--- config.mk ---
export PLATFORM = sky130hd
export DESIGN_NAME = reservation_station_array
export DESIGN_NICKNAME = d
export VERILOG_FILES = /design/src/rtl/reservation_station_array_pkg.sv /design/src/rtl/reservation_station_array_rs_entry.sv /design/src/rtl/reservation_station_array.sv
export SDC_FILE = /design/constraint.sdc
export NUM_CORES = 1
export LEC_CHECK = 0
export CELL_PAD_IN_SITES_DETAIL_PLACEMENT = 0
export CELL_PAD_IN_SITES_GLOBAL_PLACEMENT = 2
export CORE_MARGIN = 1
export CORE_UTILIZATION = 37
export DETAILED_ROUTE_END_ITERATION = 12
export DONT_BUFFER_PORTS = 1
export PLACE_DENSITY_LB_ADDON = 0.1
export SLEW_MARGIN = 30
export SYNTH_ARGS = -nofsm -noshare
export SYNTH_HDL_FRONTEND = slang
export SYNTH_HIERARCHICAL = 1
export SYNTH_SLANG_ARGS = --single-unit
export TNS_END_PERCENT = 5
--- constraint.sdc ---
create_clock -name clk -period 2.7 [get_ports clk]
set_input_delay 0.675 -clock clk [delete_from_list [all_inputs] [get_ports clk]]
set_output_delay 0.675 -clock clk [all_outputs]
set_load 0.01 [all_outputs]
--- src/rtl/reservation_station_array_pkg.sv ---
// Shared types for the reservation station array.
//   register                : renamed source operand, either a value or the tag of
//                             the functional unit that will produce it
//   operation_specification : decoded operation held by an entry
//   e_functional_unit       : broadcast / producer tag
//   rs_entry_t              : architectural contents of one station entry
// Helpers: has_rs1/has_rs2 (which sources an opcode reads), src_tag, capture_src.
package reservation_station_array_pkg;

   localparam int XLEN = 32;
   localparam int FU_W = 2;

   typedef enum logic [1:0] {
      FU_ALU = 2'd0,
      FU_MUL = 2'd1,
      FU_MEM = 2'd2,
      FU_BR  = 2'd3
   } e_functional_unit;

   typedef enum logic [3:0] {
      OP_ADD  = 4'd0,
      OP_SUB  = 4'd1,
      OP_MUL  = 4'd2,
      OP_ADDI = 4'd3,
      OP_LUI  = 4'd4,
      OP_LW   = 4'd5,
      OP_SW   = 4'd6,
      OP_BEQ  = 4'd7
   } e_opcode;

   typedef struct packed {
      e_opcode    opcode;
      logic [4:0] rd;
   } operation_specification;

   // When is_virtual is set, the low FU_W bits of value hold the producer tag.
   typedef struct packed {
      logic            is_virtual;
      logic [XLEN-1:0] value;
   } register;

   typedef struct packed {
      logic                   valid;
      operation_specification op;
      register                j;
      register                k;
   } rs_entry_t;

   function automatic logic has_rs1(input operation_specification op);
      case (op.opcode)
         OP_LUI:  return 1'b0;
         default: return 1'b1;
      endcase
   endfunction

   function automatic logic has_rs2(input operation_specification op);
      case (op.opcode)
         OP_ADD, OP_SUB, OP_MUL, OP_SW, OP_BEQ: return 1'b1;
         default:                               return 1'b0;
      endcase
   endfunction

   function automatic e_functional_unit src_tag(input register src);
      return e_functional_unit'(src.value[FU_W-1:0]);
   endfunction

   // Resolve a source: absent sources are marked resolved, a virtual source
   // matching the current broadcast takes the broadcast value.
   function automatic register capture_src(input logic             needed,
                                           input register          src,
                                           input logic             bc_en,
                                           input e_functional_unit bc_rs,
                                           input logic [XLEN-1:0]  bc_data);
      register r;
      r = src;
      if (!needed) begin
         r.is_virtual = 1'b0;
      end else if (src.is_virtual && bc_en && (src_tag(src) == bc_rs)) begin
         r.is_virtual = 1'b0;
         r.value      = bc_data;
      end else begin
         r = src;
      end
      return r;
   endfunction

endpackage

--- src/rtl/reservation_station_array_rs_entry.sv ---
// rs_entry: one reservation-station slot.
//   alloc            : write the issue request into this slot at the edge
//   issue_op/read1/2 : issue payload
//   bcast_*          : common-data-bus broadcast used for wakeup
//   free             : dispatch handshake selected this slot
//   valid/ready      : slot occupied / both sources resolved
//   op/j_value/k_value : stored operation and operand values
// rs_entry_checker: flags a broadcast that matches a source which was already
// resolved by a same-cycle broadcast at issue (duplicate producer result).
module rs_entry
   import reservation_station_array_pkg::*;
#(
   parameter int DATA_WIDTH = 32,
   parameter int RS_ID      = 0
) (
   input  logic                   clk,
   input  logic                   rst_n,
   input  logic                   alloc,
   input  operation_specification issue_op,
   input  register                read1,
   input  register                read2,
   input  logic                   bcast_en,
   input  logic [DATA_WIDTH-1:0]  bcast_data,
   input  e_functional_unit       bcast_rs,
   input  logic                   free,
   output logic                   valid,
   output logic                   ready,
   output operation_specification op,
   output logic [DATA_WIDTH-1:0]  j_value,
   output logic [DATA_WIDTH-1:0]  k_value
);

   rs_entry_t       entry_r;
   logic [XLEN-1:0] bc_data_s;

   assign bc_data_s = XLEN'(bcast_data);

   // Slot storage: issue capture, dispatch release, broadcast wakeup.
   always_ff @(posedge clk or negedge rst_n) begin
      if (!rst_n) begin
         entry_r <= '0;
      end else if (alloc) begin
         entry_r.valid <= 1'b1;
         entry_r.op    <= issue_op;
         entry_r.j     <= capture_src(has_rs1(issue_op), read1, bcast_en, bcast_rs, bc_data_s);
         entry_r.k     <= capture_src(has_rs2(issue_op), read2, bcast_en, bcast_rs, bc_data_s);
      end else if (free) begin
         entry_r.valid <= 1'b0;
      end else if (entry_r.valid) begin
         entry_r.j <= capture_src(1'b1, entry_r.j, bcast_en, bcast_rs, bc_data_s);
         entry_r.k <= capture_src(1'b1, entry_r.k, bcast_en, bcast_rs, bc_data_s);
      end
   end

   assign valid   = entry_r.valid;
   assign ready   = entry_r.valid && !entry_r.j.is_virtual && !entry_r.k.is_virtual;
   assign op      = entry_r.op;
   assign j_value = DATA_WIDTH'(entry_r.j.value);
   assign k_value = DATA_WIDTH'(entry_r.k.value);

   rs_entry_checker #(.RS_ID(RS_ID)) u_chk (
      .clk      (clk),
      .rst_n    (rst_n),
      .alloc    (alloc),
      .issue_op (issue_op),
      .read1    (read1),
      .read2    (read2),
      .bcast_en (bcast_en),
      .bcast_rs (bcast_rs),
      .free     (free),
      .valid    (entry_r.valid)
   );

endmodule

module rs_entry_checker
   import reservation_station_array_pkg::*;
#(
   parameter int RS_ID = 0
) (
   input logic                   clk,
   input logic                   rst_n,
   input logic                   alloc,
   input operation_specification issue_op,
   input register                read1,
   input register                read2,
   input logic                   bcast_en,
   input e_functional_unit       bcast_rs,
   input logic                   free,
   input logic                   valid
);

   logic             j_early_r, k_early_r;
   e_functional_unit j_tag_r, k_tag_r;

   // Remember which sources were woken by the broadcast in their issue cycle.
   always_ff @(posedge clk or negedge rst_n) begin
      if (!rst_n) begin
         j_early_r <= 1'b0;
         k_early_r <= 1'b0;
         j_tag_r   <= FU_ALU;
         k_tag_r   <= FU_ALU;
      end else if (alloc) begin
         j_early_r <= has_rs1(issue_op) && read1.is_virtual && bcast_en && (src_tag(read1) == bcast_rs);
         k_early_r <= has_rs2(issue_op) && read2.is_virtual && bcast_en && (src_tag(read2) == bcast_rs);
         j_tag_r   <= src_tag(read1);
         k_tag_r   <= src_tag(read2);
      end else if (free) begin
         j_early_r <= 1'b0;
         k_early_r <= 1'b0;
      end
   end

   a_no_rebroadcast: assert property (@(posedge clk) disable iff (!rst_n)
      !(valid && bcast_en && ((j_early_r && (j_tag_r == bcast_rs)) || (k_early_r && (k_tag_r == bcast_rs)))))
      else $error("rs %0d: broadcast tag %0d matches a source resolved at issue", RS_ID, bcast_rs);

endmodule

--- src/rtl/reservation_station_array.sv ---
// reservation_station_array: DEPTH-entry reservation station for one unit.
//   clk, rst_n                        : clock, async active-low reset
//   issue_en_i/issue_op_i/read*_value_i : issue request, full_o back-pressure
//   bcast_en_i/bcast_data_i/bcast_rs_i  : CDB broadcast
//   disp_valid_o/disp_ready_i/disp_*   : dispatch handshake and selected entry
//   count_o                             : number of occupied entries
// Macro RS_AGE_ORDER_EN: defined -> oldest-ready selection via per-entry age
// counters; undefined -> lowest-index ready selection, no age storage.
module reservation_station_array
   import reservation_station_array_pkg::*;
#(
   parameter int DATA_WIDTH = 32,
   parameter int DEPTH      = 4,
   parameter int RS_ID      = 0
) (
   input  logic                         clk,
   input  logic                         rst_n,
   input  logic                         issue_en_i,
   input  operation_specification       issue_op_i,
   input  register                      read1_value_i,
   input  register                      read2_value_i,
   output logic                         full_o,
   input  logic                         bcast_en_i,
   input  logic [DATA_WIDTH-1:0]        bcast_data_i,
   input  e_functional_unit             bcast_rs_i,
   output logic                         disp_valid_o,
   input  logic                         disp_ready_i,
   output operation_specification       disp_op_o,
   output logic [DATA_WIDTH-1:0]        op1_value_o,
   output logic [DATA_WIDTH-1:0]        op2_value_o,
   output logic [$clog2(DEPTH)-1:0]     disp_idx_o,
   output logic [$clog2(DEPTH+1)-1:0]   count_o
);

   localparam int IDX_W = $clog2(DEPTH);
   localparam int CNT_W = $clog2(DEPTH+1);

   logic [DEPTH-1:0]       valid_s, ready_s, alloc_s, free_s;
   operation_specification op_s      [DEPTH];
   logic [DATA_WIDTH-1:0]  j_value_s [DEPTH];
   logic [DATA_WIDTH-1:0]  k_value_s [DEPTH];
   logic [IDX_W-1:0]       alloc_idx_s, sel_idx_s;
   logic                   issue_acc_s, disp_fire_s;
   logic [CNT_W-1:0]       count_r;

   // full_o looks only at registered valid bits, so a slot freed this cycle is not reused.
   assign full_o       = &valid_s;
   assign issue_acc_s  = issue_en_i && !full_o;
   assign disp_valid_o = |ready_s;
   assign disp_fire_s  = disp_valid_o && disp_ready_i;

   // Lowest-index free slot.
   always_comb begin
      alloc_idx_s = '0;
      for (int i = DEPTH-1; i >= 0; i--) begin
         alloc_idx_s = valid_s[i] ? alloc_idx_s : IDX_W'(i);
      end
   end

   // One-hot issue and release strobes for the slots.
   always_comb begin
      alloc_s = '0;
      free_s  = '0;
      for (int i = 0; i < DEPTH; i++) begin
         alloc_s[i] = issue_acc_s && (alloc_idx_s == IDX_W'(i));
         free_s[i]  = disp_fire_s && (sel_idx_s == IDX_W'(i));
      end
   end

`ifdef RS_AGE_ORDER_EN
   logic [IDX_W-1:0] age_r      [DEPTH];
   logic [IDX_W-1:0] age_next_s [DEPTH];
   logic [IDX_W-1:0] best_age_s;
   logic             found_s;

   // Oldest ready slot: ages are a dense permutation, so the largest age wins.
   always_comb begin
      sel_idx_s  = '0;
      best_age_s = '0;
      found_s    = 1'b0;
      for (int i = 0; i < DEPTH; i++) begin
         if (ready_s[i] && (!found_s || (age_r[i] > best_age_s))) begin
            sel_idx_s  = IDX_W'(i);
            best_age_s = age_r[i];
            found_s    = 1'b1;
         end else begin
            found_s    = found_s;
         end
      end
   end

   // New entry gets age 0; survivors age by one per issue and close the gap left by a release.
   always_comb begin
      for (int i = 0; i < DEPTH; i++) begin
         age_next_s[i] = age_r[i];
         if (alloc_s[i]) begin
            age_next_s[i] = '0;
         end else if (valid_s[i]) begin
            age_next_s[i] = age_r[i] + IDX_W'(issue_acc_s)
                          - IDX_W'(disp_fire_s && (age_r[i] > age_r[sel_idx_s]));
         end else begin
            age_next_s[i] = age_r[i];
         end
      end
   end

   // Age counter registers.
   always_ff @(posedge clk or negedge rst_n) begin
      if (!rst_n) begin
         for (int i = 0; i < DEPTH; i++) age_r[i] <= '0;
      end else begin
         for (int i = 0; i < DEPTH; i++) age_r[i] <= age_next_s[i];
      end
   end
`else
   // Lowest-index ready slot.
   always_comb begin
      sel_idx_s = '0;
      for (int i = DEPTH-1; i >= 0; i--) begin
         sel_idx_s = ready_s[i] ? IDX_W'(i) : sel_idx_s;
      end
   end
`endif

   // Occupancy counter.
   always_ff @(posedge clk or negedge rst_n) begin
      if (!rst_n) begin
         count_r <= '0;
      end else begin
         case ({issue_acc_s, disp_fire_s})
            2'b10:   count_r <= count_r + CNT_W'(1);
            2'b01:   count_r <= count_r - CNT_W'(1);
            default: count_r <= count_r;
         endcase
      end
   end

   assign count_o     = count_r;
   assign disp_op_o   = op_s[sel_idx_s];
   assign op1_value_o = j_value_s[sel_idx_s];
   assign op2_value_o = k_value_s[sel_idx_s];
   assign disp_idx_o  = sel_idx_s;

   for (genvar g = 0; g < DEPTH; g++) begin : g_entry
      rs_entry #(.DATA_WIDTH(DATA_WIDTH), .RS_ID(RS_ID)) u_entry (
         .clk        (clk),
         .rst_n      (rst_n),
         .alloc      (alloc_s[g]),
         .issue_op   (issue_op_i),
         .read1      (read1_value_i),
         .read2      (read2_value_i),
         .bcast_en   (bcast_en_i),
         .bcast_data (bcast_data_i),
         .bcast_rs   (bcast_rs_i),
         .free       (free_s[g]),
         .valid      (valid_s[g]),
         .ready      (ready_s[g]),
         .op         (op_s[g]),
         .j_value    (j_value_s[g]),
         .k_value    (k_value_s[g])
      );
   end

endmodule

**Word level (Yosys, flattened, before mapping)**

Cells that the tools add are included.

- Register bits after elaboration: 307
- Input port bits: 114
- Output and inout port bits: 80
- Logic and storage cells: 212

- Add/sub/neg operators: 2
- $lt $le $gt $ge: 1
- Equal/unequal tests: 27
- Mux-type cells: 74
- Bitwise gates (word level): 1
- Reductions and logical operators: 78

Operator list:

| cell | count |
|---|---|
| $mux 66 | 12 |
| $mux 32 | 12 |
| $mux 33 | 10 |
| $bmux 32 s2 | 2 |
| $logic_and 1x1->1 | 38 |
| $reduce_bool 2->1 | 17 |
| $mux 1 | 26 |
| $reduce_and 3->1 | 8 |
| $eq 2x2->1 | 10 |
| $bmux 9 s2 | 1 |
| $mux 9 | 2 |
| $mux 2 | 8 |
| $eq 4x3->1 const B | 3 |
| $eq 2x2->1 const B | 5 |
| $logic_not 1->1 | 9 |
| $ne 2x1->1 const B | 4 |
| $eq 2x1->1 const B | 3 |
| $pmux 3 s2 | 1 |
| $reduce_or 5->1 | 1 |
| $eq 4x1->1 const B | 1 |
| $eq 4x2->1 const B | 1 |
| $logic_not 2->1 | 2 |
| $logic_not 4->1 | 1 |
| $reduce_and 4->1 | 1 |
| other kinds (5) | 5 |

**Depth between registers and ports, before layout**

Gate-level depths: netlist of run 1.

- Word-level depth: 11
- Mapped depth: 11
- Mapped depth without buffers: 9

**By module**

Netlist of run 1, hierarchy kept.

By module, submodules not included:

| module | instances | cells each | area each (um^2) | sequential area each (um^2) |
|---|---|---|---|---|
| rs_entry | 4 | 475 | 4586.9 | 1901.8 |
| reservation_station_array | 1 | 374 | 2534.9 | 75.1 |

**Least setup slack after synthesis of run 1**

Ideal clock, no wire load.

- Path type: flip-flop to flip-flop
- Start point: reg g_entry[0].u_entry/valid (netlist name)
- End point: reg g_entry[1].u_entry.entry_r (netlist bit g_entry[1].u_entry/j_value[21])
- Setup time: 140 ps
- Arrival: 2557 ps
- Data required time: 2560 ps
- Path slack: 4 ps
- Stages on the path, launching flop included: 11
- Path buffers: 4
- Period minus slack after synthesis: 2696 ps
- Cell sequence: dfrtp_1 nor3b_1 buf_2 buf_2 clkbuf_1 and3b_1 nand2b_1 nor4_4 buf_6 mux2i_1 a22oi_2

- Word-level cells in the longest chain between the ends: 7
- Elaborated cells on any way between the ends: 18
- Classes of those cells: eq/ne (3); mux (3); reduce/logical (12)

RTL lines:

| what | line | text |
|---|---|---|
| $logic_and 1x1->1 * (2 in a row) | reservation_station_array_rs_entry.sv:56 | `assign ready = entry_r.valid && !entry_r.j.is_virtual && !entry_r.k.is_virtual;` |
| net ready_s[0] | reservation_station_array.sv:38 | `logic [DEPTH-1:0] valid_s, ready_s, alloc_s, free_s;` |
| $mux 2 / $reduce_or 4->1 (equally long branches) | reservation_station_array.sv:120, reservation_station_array.sv:49 |  |
| $eq 2x1->1 / $logic_and 1x1->1 (equally long branches) | reservation_station_array.sv:66, reservation_station_array.sv:50 |  |
| $logic_and 1x1->1 * | reservation_station_array.sv:66 | `free_s[i] = disp_fire_s && (sel_idx_s == IDX_W'(i));` |
| net free_s[1] | reservation_station_array.sv:38 |  |
| $ne 2x1->1 (no source line) * | -- |  |
| $reduce_and 3->1 (no source line) * | -- |  |
| end, declared | reservation_station_array_rs_entry.sv:33 | `rs_entry_t entry_r;` |

Mark *: on every way through the listed nets, which the timed path passes. The rest lies on a longest branch.
A chain may end at the register's enable or synchronous reset.

**Worst setup path in the final report of run 1**

- Start point: reg g_entry[3].u_entry/entry_r[65] (netlist name)
- End point: out op2_value_o[11]

- Word-level cells in the longest chain between the ends: 11

RTL lines:

| what | line | text |
|---|---|---|
| start, declared | reservation_station_array_rs_entry.sv:33 |  |
| $logic_not 1->1 | reservation_station_array_rs_entry.sv:56 |  |
| $logic_and 1x1->1 (2 in a row) | reservation_station_array_rs_entry.sv:56 |  |
| net ready_s[3] | reservation_station_array.sv:38 |  |
| $mux 2 (4 in a row) | reservation_station_array.sv:120 | `sel_idx_s = ready_s[i] ? IDX_W'(i) : sel_idx_s;` |
| $not 2->3 (implied by the code) | reservation_station_array.sv:141 | `assign op2_value_o = k_value_s[sel_idx_s];` |
| $bmux 32 s2 | reservation_station_array.sv:141 |  |
| $mux 32 (implied by the code) (2 in a row) | reservation_station_array.sv:141 |  |
| end, declared | reservation_station_array.sv:30 | `output logic [DATA_WIDTH-1:0] op2_value_o,` |

The timed path passes the listed nets, and every way through them passes these cells. The select of a mux whose other input is x is not followed.

==> impl_metrics.toml, run 1 <==
[floorplanning]
fp.dieW_um = 240
start_util = 0.377
core_um2 = 55400
rows = 86
io_pins = 194
fp.dieH_um = 240
dieArea_um2 = 57400

[route]
antenna_left = 0
drt_iter0_drc = 1286
avgRoutedWirePerCell_um = 28.3
vias = 15700
dr.pass1.iters = 5
drt_wl_total_mm = 77.6
drc = 0
avgViaCountPerCell = 5.72

[clock_network]
tritoncts = "built"
cts_max_path_buffers = 3
clock-sinks = 307
cts_max_level = 2
cts_made_buffers = 41
clk_latency_ps = 580
cts-root-buf = "clkbuf_16"
clk_pin_slew_worst_paths_ps = 60

[layout]
antennaDiodeCount = 0
fin_nets = 2080
drive_gt1_frac = 0.148
fin_util = 0.390
syn_to_final_growth_pct = 3.48
fillers = 5535
fin_area_um2 = 21600

[critical_path]
crit_type = "reg2out"
cp_num_buf_inv = 2
cp-startpoint = "g_entry[3].u_entry/entry_r[65]"
critical_path_required_ps = 2030
critical_path.top_delay_family = "simple AND/OR/NAND/NOR gates"
path_cells = "nor3b_4, nor2b_4, buf_6, buf_12, a221o_1, a22o_1"
cp-start-kind = "register"
end_kind = "output pin"
arrival_ps = 2330
critical_path.max_fanout = 22
r2r_setup_slack_ps = 210
max_stage_delay_ps = 420
cpMaxStageDelayCell = "dfrtp_1"
r2r_start = "g_entry[2].u_entry/valid"

[yosys]
synth_flop_cell = "dfrtp_1"
synth_edf_count = 0
synthDominantCellAreaShare = 0.368
avgSynthCellArea_um2 = 9.18
synth_fp_nets = 2390
ys_seq_elements = 307
synth_area_um2 = 20900
synthTopCellsByArea = "dfrtp_1, buf_4, mux2i_1"
syn_inst = 2274
ys_seq_area_frac = 0.368
ys_warn_count = 6
synth-async-reset-ratio = 1.00
synth_area_leader_cell = "dfrtp_1"
synth.distinct_cells = 44

[global_routing]
grt_overflow = 0
grt_first_pass_wirelength_mm = 112
grt.total_usage = 0.268
grt_antenna_before_repair = 0
grt_max_degree = 308
grt_pass1_vias = 16000

[sta]
skew_ps = 17.1
worst_pin_slew_ps = 752
layout_setup_ws_ps = -310
final-setup-viol-count = 75
period_needed_ps = 3010
final-hold-violation-count = 307
slew_headroom = 0.499
hold_slack_ps = -205
fin_crit_sh = 1.11
rsz0062_at_grt = "yes"
slew_viol_final = 0
max_freq_mhz = 332

[placed_design]
portBuffers = 0
dp_slack_ps = 94.7
gp_congestion = 0.815
dp_hpwl_mm = 47.1
dpl_cell_area_um2 = 19900

[pwr]
powerDensity_nw_per_um2 = 1370
design_power_total_uw = 29600
leakage_uw = 0.00968
vdd_drop_max_mv = 0.722

[run_status]
outcome = "finished, violations left"
violations = "negative hold slack, negative setup slack"

[hold_path]
hold_path.class = "in2async"

[job]
maxCapViolations = 0
-- final cells by class --
class	instances	area (um^2)	share of cell area
clock buffers	65	1250	0.0578
clock inverters	7	114	0.00527
inverters	337	1260	0.0585
multi-input cells	1180	9160	0.424
flip-flops and latches	307	7680	0.356
well taps	748	936	0.0433
repair buffers	97	1200	0.0556
-- power breakdown --
part / internal [uW] / total, uW / switching (uW) / leakage [uW]
clock: 3440 / 5650 / 2210 / 0.000669
sequential: 6920 / 8370 / 1440 / 0.00344
combinational: 6610 / 15600 / 8990 / 0.00557
-- what timing repair did --
action                     in CTS  in global routing
setup endpoints to repair      76                 88
gates cloned                    2                  2
buffers inserted                3                  4
pin swaps                      21                 35
hold endpoints to repair      307                307
gates resized for setup        26                 12
-- path summary, 6_finish.rpt --
kind	end	cells past startpoint
max in group asynchronous	g_entry[0].u_entry/j_value[6]	0
min reg2reg	g_entry[1].u_entry/op[2]	1
min	g_entry[0].u_entry/j_value[25]	0
min in group clk	g_entry[0].u_entry/j_value[24]	2
max reg2reg	count_o[2]	11
max	op2_value_o[11]	6
-- per-stage QoR --
stage,hold slack (ps),TNS [ps],std cells
finish,-205,-18640,2741
global route,-224,-23900,2741
CTS,-225,-17980,2736
detailed placement,395,0,2659
global placement,392,0,2659
floorplan,379,0,2274
-- cell usage in the layout (no fill, tap or decap), types with 6 or more instances in the layout --
cell type  count
nand2_1      146
a221oi_1      88
buf_4         56
a22oi_1      112
mux2i_1      128
nand2b_1       9
nand4_1        8
xor2_1        25
clkbuf_16     44
a221oi_2      40
o21a_1       128
a22o_1        66
xnor2_1       10
mux2_2        37
clkbuf_1      13
a221o_1       73
nor3_1        10
dfrtp_1      305
inv_1        333
nor2_1       132
a22o_4         6
clkbuf_8       9
buf_6          7
a22oi_2       16
nand4b_1       8
a21oi_1       68
buf_12        28
-- synthesized netlist by cell type, types with 4 or more instances --
cell,n
a21oi_1,77
a221o_1,73
a221oi_1,88
a221oi_2,40
a22o_1,73
a22oi_1,112
a22oi_2,16
a31o_2,4
and3b_1,5
buf_1,8
buf_2,77
buf_4,293
buf_6,18
clkbuf_1,54
dfrtp_1,307
inv_1,333
inv_2,4
mux2_2,37
mux2i_1,128
nand2_1,146
nand2b_1,9
nand3_1,5
nand4_1,8
nand4b_1,8
nor2_1,135
nor2b_1,6
nor3_1,10
nor3b_1,5
nor4_1,4
nor4_4,4
o21a_1,128
o21ai_0,4
o22ai_1,4
o31ai_2,4
or4b_1,4
xnor2_1,10
xor2_1,25
-- flip-flops by register name (all words and copies together) (netlist names) --
signal                   flops
g_entry.u_entry/k_value    128
g_entry.u_entry/valid        4
g_entry.u_entry/j_value    128
g_entry.u_entry/op          36
count_o                      3
g_entry.u_entry/entry_r      8
-- layer usage --
metal	part of all wire	wire, um	GRT usage
met1	0.44	34100	0.357
met2	0.47	36800	0.440
met3	0.056	4330	0.0448
met4	0.029	2280	0.0849
met5	0	0	0
-- cells by family after synthesis --
family / Yosys count / share of synthesized area
AOI/OAI and AO/OA: 623 / 0.252
xor gates and xnor gates: 35 / 0.0147
adders and majority gates: 2 / 0.00156
buffers and inverters: 787 / 0.205
DFF: 307 / 0.368
muxes: 165 / 0.0813
and+or+nand+nor: 355 / 0.0775
Note: power is estimated with default switching activity, not from simulation.
==> inputs of run 2 (changes only) <==
- CORE_UTILIZATION: 37 -> 41
- clock period: 2.7 -> 3.2 ns (I/O delays scaled with it)
==> run 2 against run 1 <==
The flow still finishes with violations (negative hold slack, negative setup slack). Cell area decreased by 1.1%. Hold slack improved by 130 ps. Critical path depth up 1. Clock skew down 1.9 ps. Total power decreased by 14%. Non-clock buffer count is 10 lower. Critical path type unchanged.
==> impl_metrics.toml, run 2 (synthesis gave the netlist of run 1 again) <==
[sta]
hold_slack_ps = -78.7
period_needed_ps = 3210
finalSetupTns_ps = -14.6
rsz0062_at_grt = "yes"
worst_pin_slew_ps = 1070
layout_setup_ws_ps = -11.9
fin_crit_sh = 1.00
final-setup-viol-count = 2
final-hold-violation-count = 22
slew_headroom = 0.286
slew_viol_final = 0
max_freq_mhz = 311
skew_ps = 15.3

[layout]
layout_common_cells = "inv_1, dfrtp_1, nand2_1, nor2_1"
syn_to_final_growth_pct = 2.32
antennaDiodeCount = 0
final_common_cell = "inv_1"
drive_gt1_frac = 0.143
fin_nets = 2072

[placed_design]
portBuffers = 0
dp_slack_ps = 200
gp_congestion = 0.821
dp_hpwl_mm = 45.4

[clock_network]
clk_latency_ps = 570
cts_max_level = 2
cts_max_path_buffers = 3
cts_made_buffers = 40
clk_pin_slew_worst_paths_ps = 60
tritoncts = "built"
cts-root-buf = "clkbuf_16"
clock-sinks = 307

[route]
dr.pass1.iters = 5
drt_wl_total_mm = 77.7
antenna_left = 0
avgRoutedWirePerCell_um = 29.2
avgViaCountPerCell = 6.00
vias = 15900
drc = 0
drt_iter0_drc = 1492

[critical_path]
crit_type = "reg2out"
end_kind = "output pin"
arrival_ps = 2410
critical_path_required_ps = 2400
cpMaxStageDelayCell = "dfrtp_2"
cp-start-kind = "register"
critical_path.top_delay_family = "compound AO/OA/AOI/OAI gates"
path_cells = "nor3b_4, buf_6, nor2b_4, buf_12, clkbuf_16, a221o_1, a22o_1"
max_stage_delay_ps = 450
critical_path.max_fanout = 6
cp_num_buf_inv = 3

[pwr]
seq_power_share = 0.280
switching_share = 0.431
p_comb_frac = 0.528
vdd_drop_max_mv = 0.709
powerDensity_nw_per_um2 = 1190
p_int_uw = 14500
clkPwrFrac = 0.192
switchingPower_uw = 10900
design_power_total_uw = 25400
leakage_uw = 0.00961

[run_status]
violations = "negative hold slack, negative setup slack"
outcome = "finished, violations left"

[floorplanning]
start_util = 0.416
io_pins = 194
core_um2 = 50200
fp.dieW_um = 228
rows = 82
dieArea_um2 = 51800
fp.dieH_um = 228

[global_routing]
grt_overflow = 0
grt_max_degree = 308
grt.total_usage = 0.295
grt_first_pass_wirelength_mm = 111
grt_pass1_vias = 15800
grt_antenna_before_repair = 0

[hold_path]
hold_path.class = "in2async"

[job]
maxCapViolations = 0
==> run 2: worst register-to-register path: cells and delay by family (launching register included) <==
| family | cells | cell delay, ps |
|---|---|---|
| simple gates | 4 | 1010 |
| flops | 1 | 490 |
| compound gates | 2 | 660 |
| buf+inv | 2 | 640 |
==> run 2: stage by stage <==
stage	instances	instance area (um^2)	utilization
after floorplan	2274	20900	-
after global placement	2562	19500	0.389
after detailed placement	2562	19500	0.389
after CTS	2646	21100	0.421
after global routing	2657	21400	0.426
final	2657	21400	0.426
==> run 2: final timing paths <==
| kind | startpoint | endpoint | slack (ps) | cells past startpoint |
|---|---|---|---|---|
| max | g_entry[2].u_entry/entry_r[32] | op2_value_o[8] | -10 | 7 |
| min | rst_n | g_entry[0].u_entry/j_value[25] | -80 | 0 |
| min reg2reg | g_entry[1].u_entry/op[8] | g_entry[1].u_entry/op[8] | 500 | 1 |
| max in group asynchronous | rst_n | g_entry[1].u_entry/op[7] | 2390 | 0 |
| max reg2reg | g_entry[0].u_entry/valid | g_entry[2].u_entry/k_value[29] | 280 | 8 |
| min in group clk | read1_value_i[3] | g_entry[0].u_entry/j_value[3] | 360 | 2 |
==> run 2: final cells by class <==
class	count	area [um^2]
Inverter	337	1260
Clock buffer	57	1200
Clock inverter	14	200
Multi-Input combinational cell	1183	9120
Fill cell	4900	28800
Tap cell	672	841
Sequential cell	307	7680
Timing Repair Buffer	87	1060
==> run 2: power groups by stage <==
stage / registers (uW) / logic [uW] / clock network (uW)
after floorplan: 6700 / 11100 / 0
after global placement: 7080 / 11800 / 0
after detailed placement: 7120 / 11800 / 0
after CTS: 7080 / 12800 / 4990
after global routing: 7330 / 14200 / 5130
final: 7110 / 13400 / 4880
==> run 2: what timing repair did <==
item                                   4_1_cts  5_1_grt
endpoints found under the hold margin      307      307
buffers inserted                            10        6
pin swaps                                    9       29
gates cloned                                 3        5
setup endpoints to repair                   75       73
resized for setup                           20       14
==> run 2: metal layers <==
metal | wire length (um) | global-route usage
met1 | 34300 | 0.406
met2 | 35800 | 0.469
met3 | 5630 | 0.0617
met4 | 1910 | 0.0801
met5 | 0 | 0
==> inputs of run 3 (changes only) <==
- CORE_UTILIZATION: 41 -> 37
- clock period: 3.2 -> 2.7 ns (I/O delays scaled with it)
==> results of run 3 <==
Final layout, timing and power as in run 1 (identical DEF).
